[src/rtl/adc_lvds_pkg.sv]
// Shared definitions for the LVDS ADC receive path: frame word geometry and
// the bitslip alignment state encoding.
package adc_lvds_pkg;

  localparam int              LVDS_DW     = 14;
  localparam logic [13:0]     FRM_PATTERN = 14'h3F80;

  typedef enum logic [2:0] {
    IDLE,
    SETTLE,
    CHECK,
    SLIP,
    VERIFY,
    DONE,
    FAIL
  } alignSt_t;

endpackage

[src/rtl/adc_frame_align_ctrl_if.sv]
// Frame-alignment bus between the bitslip controller (master) and the
// ISERDES receive path (slave).
interface adc_frame_align_ctrl_if
  import adc_lvds_pkg::*;
#(
  parameter int DW  = LVDS_DW,
  parameter int SCW = 4
);
  logic           AlignEn;
  logic [DW-1:0]  FrmData;
  logic           FrmBitslip;
  logic           FrmAlignDone;
  logic           FrmAlignErr;
  logic [SCW-1:0] SlipCount;
  logic           LockLost;

  modport master (
    input  AlignEn, FrmData,
    output FrmBitslip, FrmAlignDone, FrmAlignErr, SlipCount, LockLost
  );

  modport slave (
    output AlignEn, FrmData,
    input  FrmBitslip, FrmAlignDone, FrmAlignErr, SlipCount, LockLost
  );
endinterface

[src/rtl/adc_frame_align_ctrl.sv]
// Bitslip alignment controller: slips the ISERDES lanes until the frame word
// matches PATTERN, verifies it, then supervises lock and re-aligns on loss.
module adc_frame_align_ctrl
  import adc_lvds_pkg::*;
#(
  parameter int            DW         = LVDS_DW,
  parameter logic [DW-1:0] PATTERN    = FRM_PATTERN,
  parameter int            SETTLE_CYC = 4,
  parameter int            VERIFY_CNT = 16,
  parameter int            MAX_SLIPS  = 14,
  parameter int            LOSS_CNT   = 8
) (
  input  logic                  DatClkDiv,
  input  logic                  DatRstN,
  adc_frame_align_ctrl_if.master bus
);
  localparam int SCW = $clog2(MAX_SLIPS + 1);
  localparam int TW  = $clog2(SETTLE_CYC + 1);
  localparam int MW  = $clog2(VERIFY_CNT + 1);
  localparam int LW  = $clog2(LOSS_CNT + 1);

  localparam logic [SCW-1:0] SLIP_MAX    = SCW'(MAX_SLIPS);
  localparam logic [TW-1:0]  SETTLE_LAST = TW'(SETTLE_CYC - 1);
  localparam logic [MW-1:0]  MATCH_ONE   = MW'(1);
  localparam logic [MW-1:0]  VERIFY_LAST = MW'(VERIFY_CNT - 1);
  localparam logic [LW-1:0]  LOSS_LAST   = LW'(LOSS_CNT - 1);
  localparam logic [LW-1:0]  LOSS_MAX    = LW'(LOSS_CNT);

  alignSt_t       st;
  logic [TW-1:0]  settleCnt;
  logic [MW-1:0]  matchCnt;
  logic [LW-1:0]  missCnt;
  logic [SCW-1:0] slipCnt;
  logic           bitslip, alignDone, alignErr, lockLost;
  logic           match;

  assign match = (bus.FrmData == PATTERN);

  always_ff @(posedge DatClkDiv) begin
    if (!DatRstN || !bus.AlignEn) begin
      st        <= IDLE;
      settleCnt <= '0;
      matchCnt  <= '0;
      missCnt   <= '0;
      slipCnt   <= '0;
      bitslip   <= 1'b0;
      alignDone <= 1'b0;
      alignErr  <= 1'b0;
      lockLost  <= 1'b0;
    end else begin
      bitslip  <= 1'b0;
      lockLost <= 1'b0;
      case (st)
        IDLE: begin
          st        <= SETTLE;
          slipCnt   <= '0;
          settleCnt <= '0;
        end
        SETTLE: begin
          if (settleCnt == SETTLE_LAST) begin
            st        <= CHECK;
            settleCnt <= '0;
          end else begin
            settleCnt <= settleCnt + 1'b1;
          end
        end
        CHECK: begin
          if (match) begin
            matchCnt <= MATCH_ONE;
            if (VERIFY_CNT == 1) begin
              st        <= DONE;
              alignDone <= 1'b1;
              missCnt   <= '0;
            end else begin
              st <= VERIFY;
            end
          end else if (slipCnt == SLIP_MAX) begin
            st       <= FAIL;
            alignErr <= 1'b1;
          end else begin
            st      <= SLIP;
            bitslip <= 1'b1;
          end
        end
        SLIP: begin
          slipCnt   <= (slipCnt == SLIP_MAX) ? slipCnt : slipCnt + 1'b1;
          settleCnt <= '0;
          st        <= SETTLE;
        end
        VERIFY: begin
          if (match) begin
            if (matchCnt == VERIFY_LAST) begin
              st        <= DONE;
              alignDone <= 1'b1;
              missCnt   <= '0;
            end else begin
              matchCnt <= matchCnt + 1'b1;
            end
          end else if (slipCnt == SLIP_MAX) begin
            st       <= FAIL;
            alignErr <= 1'b1;
          end else begin
            st      <= SLIP;
            bitslip <= 1'b1;
          end
        end
        DONE: begin
          // Loss is flagged one cycle ahead of the re-align slip so LockLost
          // and the bitslip pulse never coincide.
          if (missCnt == LOSS_MAX) begin
            st      <= SLIP;
            bitslip <= 1'b1;
            missCnt <= '0;
          end else if (!match) begin
            if (missCnt == LOSS_LAST) begin
              missCnt   <= LOSS_MAX;
              lockLost  <= 1'b1;
              alignDone <= 1'b0;
              slipCnt   <= '0;
            end else begin
              missCnt <= missCnt + 1'b1;
            end
          end else begin
            missCnt <= '0;
          end
        end
        FAIL: alignErr <= 1'b1;
        default: st <= IDLE;
      endcase
    end
  end

  assign bus.FrmBitslip   = bitslip;
  assign bus.FrmAlignDone = alignDone;
  assign bus.FrmAlignErr  = alignErr;
  assign bus.SlipCount    = slipCnt;
  assign bus.LockLost     = lockLost;

endmodule

[src/flat_wrapper.sv]
// flat-port wrapper written by rule: the top's interface ports become plain ports
module adc_frame_align_ctrl_flat import adc_lvds_pkg::*;
#(
  parameter int            DW         = LVDS_DW,
  parameter logic [DW-1:0] PATTERN    = FRM_PATTERN,
  parameter int            SETTLE_CYC = 4,
  parameter int            VERIFY_CNT = 16,
  parameter int            MAX_SLIPS  = 14,
  parameter int            LOSS_CNT   = 8
)
  (DatClkDiv, DatRstN, bus_AlignEn, bus_FrmData, bus_FrmBitslip, bus_FrmAlignDone, bus_FrmAlignErr, bus_SlipCount, bus_LockLost);
  adc_frame_align_ctrl_if #(.DW(DW), .SCW((4))) bus_i ();
  input  logic DatClkDiv;
  input  logic DatRstN;
  input wire logic [$bits(bus_i.AlignEn)-1:0] bus_AlignEn;
  input wire logic [$bits(bus_i.FrmData)-1:0] bus_FrmData;
  output wire logic [$bits(bus_i.FrmBitslip)-1:0] bus_FrmBitslip;
  output wire logic [$bits(bus_i.FrmAlignDone)-1:0] bus_FrmAlignDone;
  output wire logic [$bits(bus_i.FrmAlignErr)-1:0] bus_FrmAlignErr;
  output wire logic [$bits(bus_i.SlipCount)-1:0] bus_SlipCount;
  output wire logic [$bits(bus_i.LockLost)-1:0] bus_LockLost;
  assign bus_i.AlignEn = bus_AlignEn;
  assign bus_i.FrmData = bus_FrmData;
  assign bus_FrmBitslip = bus_i.FrmBitslip;
  assign bus_FrmAlignDone = bus_i.FrmAlignDone;
  assign bus_FrmAlignErr = bus_i.FrmAlignErr;
  assign bus_SlipCount = bus_i.SlipCount;
  assign bus_LockLost = bus_i.LockLost;
  adc_frame_align_ctrl #(.DW(DW), .PATTERN(PATTERN), .SETTLE_CYC(SETTLE_CYC), .VERIFY_CNT(VERIFY_CNT), .MAX_SLIPS(MAX_SLIPS), .LOSS_CNT(LOSS_CNT)) u_core (.DatClkDiv(DatClkDiv), .DatRstN(DatRstN), .bus(bus_i));
endmodule
[config.mk]
export PLATFORM = sky130hd
export DESIGN_NAME = adc_frame_align_ctrl_flat
export DESIGN_NICKNAME = d
export VERILOG_FILES = /design/src/rtl/adc_lvds_pkg.sv /design/src/rtl/adc_frame_align_ctrl_if.sv /design/src/rtl/adc_frame_align_ctrl.sv /design/src/flat_wrapper.sv
export SDC_FILE = /design/constraint.sdc
export NUM_CORES = 1
export LEC_CHECK = 0
export CORE_ASPECT_RATIO = 1.25
export CORE_MARGIN = 10
export CORE_UTILIZATION = 51
export DETAILED_ROUTE_END_ITERATION = 10
export GPL_TIMING_DRIVEN = 0
export PLACE_DENSITY = 0.86
export SLEW_MARGIN = 20
export SYNTH_ARGS = -nofsm -noshare
export SYNTH_HDL_FRONTEND = slang
export SYNTH_SLANG_ARGS = --single-unit
[constraint.sdc]
create_clock -name DatClkDiv -period 3 [get_ports DatClkDiv]
set_clock_uncertainty 0.15 [all_clocks]
set_input_delay 0.6 -clock DatClkDiv [delete_from_list [all_inputs] [get_ports DatClkDiv]]
set_output_delay 0.6 -clock DatClkDiv [all_outputs]
set_load 0.1 [all_outputs]
* Word level (Yosys, flattened, before mapping) *
Cells that the tools add are included.

cells by class
  add/sub/neg operators = 4
  equality and inequality tests = 25
  multiplexer cells = 38
  bitwise logic cells = 2
  reduce and logical (&&, ||, !) cells = 18

operators by type and width
  cell                  count
  $mux 4                9
  $mux 3                7
  $pmux 3 s6            1
  $mux 5                3
  $eq 14x14->1 const B  1
  $ne 2x1->1 const B    7
  $pmux 4 s3            1
  $mux 1                11
  $ne 2x2->1 const B    5
  $pmux 5 s2            1
  $eq 3x2->1 const B    3
  $eq 3x3->1 const B    3
  $add 4x1->4 const B   2
  $eq 4x4->1 const B    2
  $pmux 4 s2            1
  $reduce_and 4->1      2
  $reduce_bool 2->1     4
  $pmux 1 s2            3
  $pmux 3 s2            1
  $reduce_and 3->1      2
  $reduce_and 6->1      1
  $add 5x1->5 const B   1
  $eq 5x4->1 const B    1
  $reduce_and 5->1      1
  11 further kinds      14

word-level totals
  bits in registers = 23

* Depth between registers and ports, before layout *
Gate-level depths: netlist of the first run.

  depth in word-level cells = 5
  depth in mapped cells = 8
  gate-level depth less buffers = 8

* Worst setup path before layout of the first run *
Ideal clock, no wire load.

  path type = register to register
  from = register u_core.slipCnt[1], in the netlist u_core.bus.SlipCount[1]
  to = register u_core.slipCnt[2], in the netlist u_core.bus.SlipCount[2]
  data arrival time = 2.025 ns
  data required time = 2.779 ns
  setup slack = 0.754 ns
  cell stages (with the launch flop) = 7
  cell sequence = dfxtp_1 ha_1 nand3_1 a21oi_1 o32a_1 o21ai_1 a21oi_1

on the way
  longest elaborated chain between the ends = 3
  elaborated cells on any way between the ends = 6
  those cells by class = add/sub (1); eq/ne (2); mux (2); reduce/logical (1)

RTL lines
  what                                                   RTL line                    source
  start, declared                                        adc_frame_align_ctrl.sv:33  logic [SCW-1:0] slipCnt;
  start signal, assigned                                 adc_frame_align_ctrl.sv:86  slipCnt <= (slipCnt == SLIP_MAX) ? slipCnt : slipCnt + 1'b1;
  $add 4x1->4 / $eq 4x4->1 (equally long branches)       adc_frame_align_ctrl.sv:86
  $mux 4 / $ne 2x2->1 (equally long branches)            n/a
  $pmux 4 s3 / $reduce_and 5->1 (equally long branches)  n/a

Parallel ways exist; a longest one is shown, timed or not. The select of a mux whose other input is x is not followed.
A chain may end at the register's enable or synchronous reset.

* Worst setup path in the final report of the first run *
  from = register u_core.slipCnt[2], in the netlist u_core.bus.SlipCount[2]
  to = output bus_SlipCount[2]

RTL lines
  what           RTL line            source
  end, declared  flat_wrapper.sv:20  output wire logic [$bits(bus_i.SlipCount)-1:0] bus_SlipCount;

No word-level cell between the ends.

==> results.toml, run 1 <==
[run_status]
status = "finished clean"

[critical_path]
arrival_ns = 1.95
crit_required_ns = 2.25
critPathBufInv = 1
ff2ff_path_depth = 8
crit_type = "flip-flop to output pin"
crit_fanout = 6
critPathSlowestCell = "clkdlybuf4s50_1"
cp-start-kind = "flip-flop"
critPathLaunch = "u_core.bus.SlipCount[2]"
cp_cell_sequence = "clkdlybuf4s50_1"
max_stage_delay_ns = 1.18
rrSetupSlack_ns = 0.71
cp-end-kind = "output pin"
timing.rr.start = "u_core.matchCnt[0]"
critical_path.top_delay_family = "buffers and inverters"
worstReg2RegEnd = "u_core.matchCnt[1]"

[drt]
drcViolationCount = 0
routed_wl_mm = 3.33
first_pass_iters = 4
drt.antenna.violating_nets = 0
vias_per_cell = 5.90
wl_per_cell_um = 15.4
drt_iter0_markers = 55
via_count = 1274

[finish]
fill_cells = 235
seq_area_um2 = 460
synthToLayoutAreaGrowth_pct = 23.3
drive_above_1_share_pct = 12.6
final_cell_mix = "24 x clkdlybuf4s50_1, 23 x dfxtp_1, 15 x nor2_1"
antennaDiodeCount = 0
multi_input_area_um2 = 787
final_common_cell = "clkdlybuf4s50_1"
final_nets = 208

[synth]
synth.distinct_cells = 47
synthFlopType = "dfxtp_1"
ys_ff_latch = 23
syn_avg_cell_area_um2 = 8.56
synth_top_family_by_area = "simple AND/OR/NAND/NOR gates"
synthAdderAreaFrac_pct = 6.60
synth_top_area_share_pct = 34.7
seq_area_frac_synth_pct = 34.7
synth_edf_count = 0
synthesis.nets = 179
async_flop_share_pct = 0
yosysTopAreaCell = "dfxtp_1"
yosys_warnings = 0
yosys.area_share.xor_xnor_pct = 1.32
synth-simple-area-share_pct = 28.6
netlist_area_um2 = 1330
synth_area_leaders = "dfxtp_1 35%, ha_1 6.6%, nor2_1 4.2%"
synth_mux_area_share_pct = 0.754
synth_compound_area_share_pct = 22.1
netlist_instances = 155

[pwr]
p_per_area_nw_per_um2 = 327
peakVddDrop_v = 0.000273
p_leak_nw = 0.604
total_power_w = 0.000535

[floorplan]
die_w_um = 65.6
start_util_pct = 54.1
io_pins = 25
die_h_um = 77.0
design.core.area_um2 = 2450
rows = 20
die-area_um2 = 5060

[place]
portBuffers = 24
hpwl_mm = 2.64
routabilityCongestion = 0.941

[sta]
finalSetupViolCount = 0
worstMarginPinSlew_ns = 0.987
fin_crit_sh_pct = 90.1
finalHoldViolCount = 0
finalMaxSlewViolations = 0
finalSetupTns_ns = 0
timing.final.crit_period_ns = 2.70
max_freq_mhz = 370
grt_setup_unrepaired = "no"
slew_headroom_pct = 34.0

[worst_hold_path]
hold_path.class = "flip-flop to flip-flop"
hold_end = "u_core.bus.FrmAlignErr"
min-delay-start = "u_core.bus.FrmAlignErr"
min_delay_path_depth = 1

[global_route]
grt_pass1_wl_mm = 5.87
grt.total_usage_pct = 14.1
grt_max_degree = 14
overflow = 0
antenna_found_initial = 0
grt_pass1_vias = 1269

[clocking]
clk_path_buf_depth = 2
cts.sinks = 23
cts_setup_buffers = 0
h-tree-depth = 1
cts_made_buffers = 3
cts_tree = "built"
cts_hold_buf = 0
clk_pin_slew_ns = 0.13
root_buffer = "clkbuf_4"
cts.repair.resized = 0
insertion_delay_ns = 0.32

[job]
max_cap_violations = 0
-- registers in the layout, summed over array words and instances, names as in the netlist --
name                     flops
u_core.bus.SlipCount         4
u_core.bus.FrmBitslip        1
u_core.bus.FrmAlignErr       1
u_core.missCnt               4
u_core.bus.LockLost          1
u_core.st                    3
u_core.settleCnt             3
u_core.bus.FrmAlignDone      1
u_core.matchCnt              5
-- power by group --
group          leakage (nW)   total, W  internal, W  switching, W
clock network        0.0177   0.000148    0.0000501     0.0000979
registers             0.186   0.000312     0.000308    0.00000379
logic                 0.400  0.0000754    0.0000373     0.0000380
-- logic make-up after synthesis --
kind of cell,Yosys count
simple gates,66
compound gates,41
flops,23
buf+inv,15
fa+ha+maj,7
mux,1
xor+xnor,2
-- metrics by stage --
| step | setup WS [ns] | util [%] | area (um^2) | std cells | hold WS [ns] |
|---|---|---|---|---|---|
| after floorplan | 0.754 | - | 1330 | 155 | 0.294 |
| after global placement | 0.508 | 65.6 | 1610 | 212 | 0.305 |
| after detailed placement | 0.436 | 65.6 | 1610 | 212 | 0.302 |
| after CTS | 0.287 | 66.7 | 1640 | 216 | 0.332 |
| after global routing | 0.256 | 66.7 | 1640 | 216 | 0.345 |
| final | 0.297 | 66.7 | 1640 | 216 | 0.327 |
-- worst reg2reg max path, cell delays in order (launching register included) --
cell and delay [ns]:
dfxtp_1 0.36, ha_1 0.21, and3_1 0.18, ha_1 0.24, or3b_1 0.39, a21oi_2 0.20, and2_2 0.22, mux2i_1 0.20
nor2_1 0.05
-- worst max path at each step --
stage                                         end  slack, ns  depth (start not counted)
final                            bus_SlipCount[2]       0.30                          1
after global routing             bus_SlipCount[0]       0.26                          1
after CTS                        bus_SlipCount[0]       0.29                          1
after detailed placement  u_core.bus.SlipCount[2]       0.44                          7
after global placement    u_core.bus.SlipCount[2]       0.51                          7
after floorplan           u_core.bus.SlipCount[2]       0.75                          6
-- synthesized netlist by cell type, drive strengths merged, types with 4 or more instances --
master and number:
a211oi 7, a21oi 12, a31oi 5, and3 6, buf 5, dfxtp 23
ha 7, inv 9, nand2 7, nand2b 4, nand3 9, nor2 15
nor3 7, o21ai 10
-- cell type report --
cell class / instances / share of cell area, %
clock buffer: 3 / 1.38
clock inverter: 1 / 0.306
tap: 33 / 2.52
multi-input combinational: 117 / 48.1
timing repair buffer: 24 / 14.7
sequential: 23 / 28.1
inverter: 9 / 2.06
buffer: 6 / 2.83
-- per-layer routing --
metal	share of wire, %	track usage (%)	up-vias
met5	0	0	-
met4	1.8	5.58	0
met3	4.7	2.76	9
met2	54	26.0	35
met1	39	14.6	606
li1	-	-	624
Power figures use the tool's default switching activity.
==> run 2, diff against run 1 <==
--- a/config.mk
+++ b/config.mk
@@ -11,7 +11,7 @@
 export DETAILED_ROUTE_END_ITERATION = 10
 export GPL_TIMING_DRIVEN = 0
 export PLACE_DENSITY = 0.86
-export SLEW_MARGIN = 20
+export RECOVER_POWER = 50
 export SYNTH_ARGS = -nofsm -noshare
 export SYNTH_HDL_FRONTEND = slang
 export SYNTH_SLANG_ARGS = --single-unit
==> run 2 against run 1 <==
Compared with the run above:
- largest cell class unchanged
- critical path depth is the same
- non-clock buffer count did not move
- combinational power shrank 3.7%
- clock power about the same
- die area stayed put
- utilization fell by 1.6 points
- maximum frequency about the same
- via count rose by 0.24%
- flip-flop and latch count did not move
- register-to-register slack hardly changed
- wire length fell by 0.42%
==> results.toml, run 2 (same netlist as run 1, synthesis figures left out) <==
[drt]
vias_per_cell = 5.91
drt_iter0_markers = 62
via_count = 1277
drcViolationCount = 0
routed_wl_mm = 3.32
wl_per_cell_um = 15.4
first_pass_iters = 4
drt.antenna.violating_nets = 0

[sta]
finalSetupTns_ns = 0
worstMarginPinSlew_ns = 0.987
finalMaxSlewViolations = 0
timing.final.crit_period_ns = 2.70
finalSetupViolCount = 0
finalHoldViolCount = 0
fin_crit_sh_pct = 90.1
grt_setup_unrepaired = "no"
max_freq_mhz = 370
slew_headroom_pct = 34.0

[finish]
antennaDiodeCount = 0
top_register = "u_core.matchCnt"
fin_cells = 216
multi_input_area_um2 = 762
seq_area_um2 = 460
drive_above_1_share_pct = 8.74
fill_cells = 244
synthToLayoutAreaGrowth_pct = 20.3
largest_register_ffs = 5
final_cell_mix = "23 x clkdlybuf4s50_1, 23 x dfxtp_1, 15 x nor2_1"
final_nets = 208

[pwr]
p_per_area_nw_per_um2 = 333
p_leak_nw = 0.584
peakVddDrop_v = 0.000272

[worst_hold_path]
min_delay_path_depth = 1
hold_path.class = "flip-flop to flip-flop"

[critical_path]
critPathLaunch = "u_core.bus.SlipCount[2]"
critPathSlowestCell = "clkdlybuf4s50_1"
cp_cell_sequence = "clkdlybuf4s50_1"
cp-end-kind = "output pin"
worstReg2RegEnd = "u_core.matchCnt[1]"
crit_type = "flip-flop to output pin"
critical_path.top_delay_family = "buffers and inverters"
cp-start-kind = "flip-flop"
crit_path_end = "bus_SlipCount[2]"
arrival_ns = 1.95
cp.depth = 1
rrSetupSlack_ns = 0.71
critPathBufInv = 1
max_stage_delay_ns = 1.18
crit_fanout = 6
crit_required_ns = 2.25
timing.rr.start = "u_core.matchCnt[0]"
ff2ff_path_depth = 8

[job]
max_cap_violations = 0

[clocking]
cts.sinks = 23
cts_hold_buf = 0
cts_tree = "built"
cts.repair.resized = 0
cts_setup_buffers = 0
cts_made_buffers = 3
root_buffer = "clkbuf_4"
h-tree-depth = 1
clk_path_buf_depth = 2
clk_pin_slew_ns = 0.13
insertion_delay_ns = 0.32

[place]
portBuffers = 24
hpwl_mm = 2.64
routabilityCongestion = 0.941
numPlacedInstances = 212

[floorplan]
design.core.area_um2 = 2450
die_h_um = 77.0
start_util_pct = 54.1
io_pins = 25
rows = 20
die_w_um = 65.6
die-area_um2 = 5060

[global_route]
met3_usage_pct = 2.76
top_usage_layer = "met2"
grt.met2_usage_pct = 26.0
grtUsageMet1_pct = 14.6
grt_pass1_wl_mm = 5.87
antenna_found_initial = 0
grt_max_degree = 14
overflow = 0
grt.total_usage_pct = 14.1
grt_pass1_vias = 1269

[run_status]
status = "finished clean"
-- run 2: cell types whose count changed in the layout (fill, tap and decap cells not counted), moves of 2 or more --
cell,before,now
clkbuf_1,1,4
buf_6,3,1
o21ai_0,3,5
o21ai_1,7,5
-- run 2: cell type report --
class,instances,area share [%]
multi-input cells,117,47.7
flip-flops and latches,23,28.8
repair buffers,24,15.0
well taps,33,2.59
inverters,9,2.12
plain buffers,6,1.96
clock buffers,3,1.41
clock inverters,1,0.313
-- run 2: routing by layer --
layer	vias up	wire, um
li1	624	-
met1	602	1280
met2	41	1810
met3	10	160
met4	0	68
met5	-	0
-- run 2: how the worst min path moves through the flow --
stage	startpoint	to	slack [ns]
6_report	u_core.bus.FrmAlignErr	u_core.bus.FrmAlignErr	0.33
5_1_grt	u_core.bus.FrmAlignErr	u_core.bus.FrmAlignErr	0.34
2_1_floorplan	u_core.settleCnt[0]	u_core.settleCnt[0]	0.29
4_1_cts	u_core.bus.FrmAlignErr	u_core.bus.FrmAlignErr	0.33
3_3_place_gp	u_core.bus.FrmAlignErr	u_core.bus.FrmAlignErr	0.31
3_5_place_dp	u_core.bus.FrmAlignErr	u_core.bus.FrmAlignErr	0.30
-- run 2: stage by stage --
step                hold WS [ns]  util [%]  total power [W]  instance area, um^2  worst slack, ns
floorplan                  0.294         -         0.000361                 1330            0.754
global placement           0.305      65.6         0.000389                 1610            0.508
detailed placement         0.302      65.6         0.000393                 1610            0.436
CTS                        0.332      66.7         0.000539                 1640            0.287
global route               0.345      65.1         0.000553                 1600            0.162
finish                     0.327      65.1         0.000532                 1600            0.298
-- run 2: where the power goes --
group	switching, W	internal (W)	leakage [nW]
Sequential	0.00000366	0.000308	0.186
Combinational	0.0000365	0.0000361	0.381
Clock	0.0000969	0.0000500	0.0177
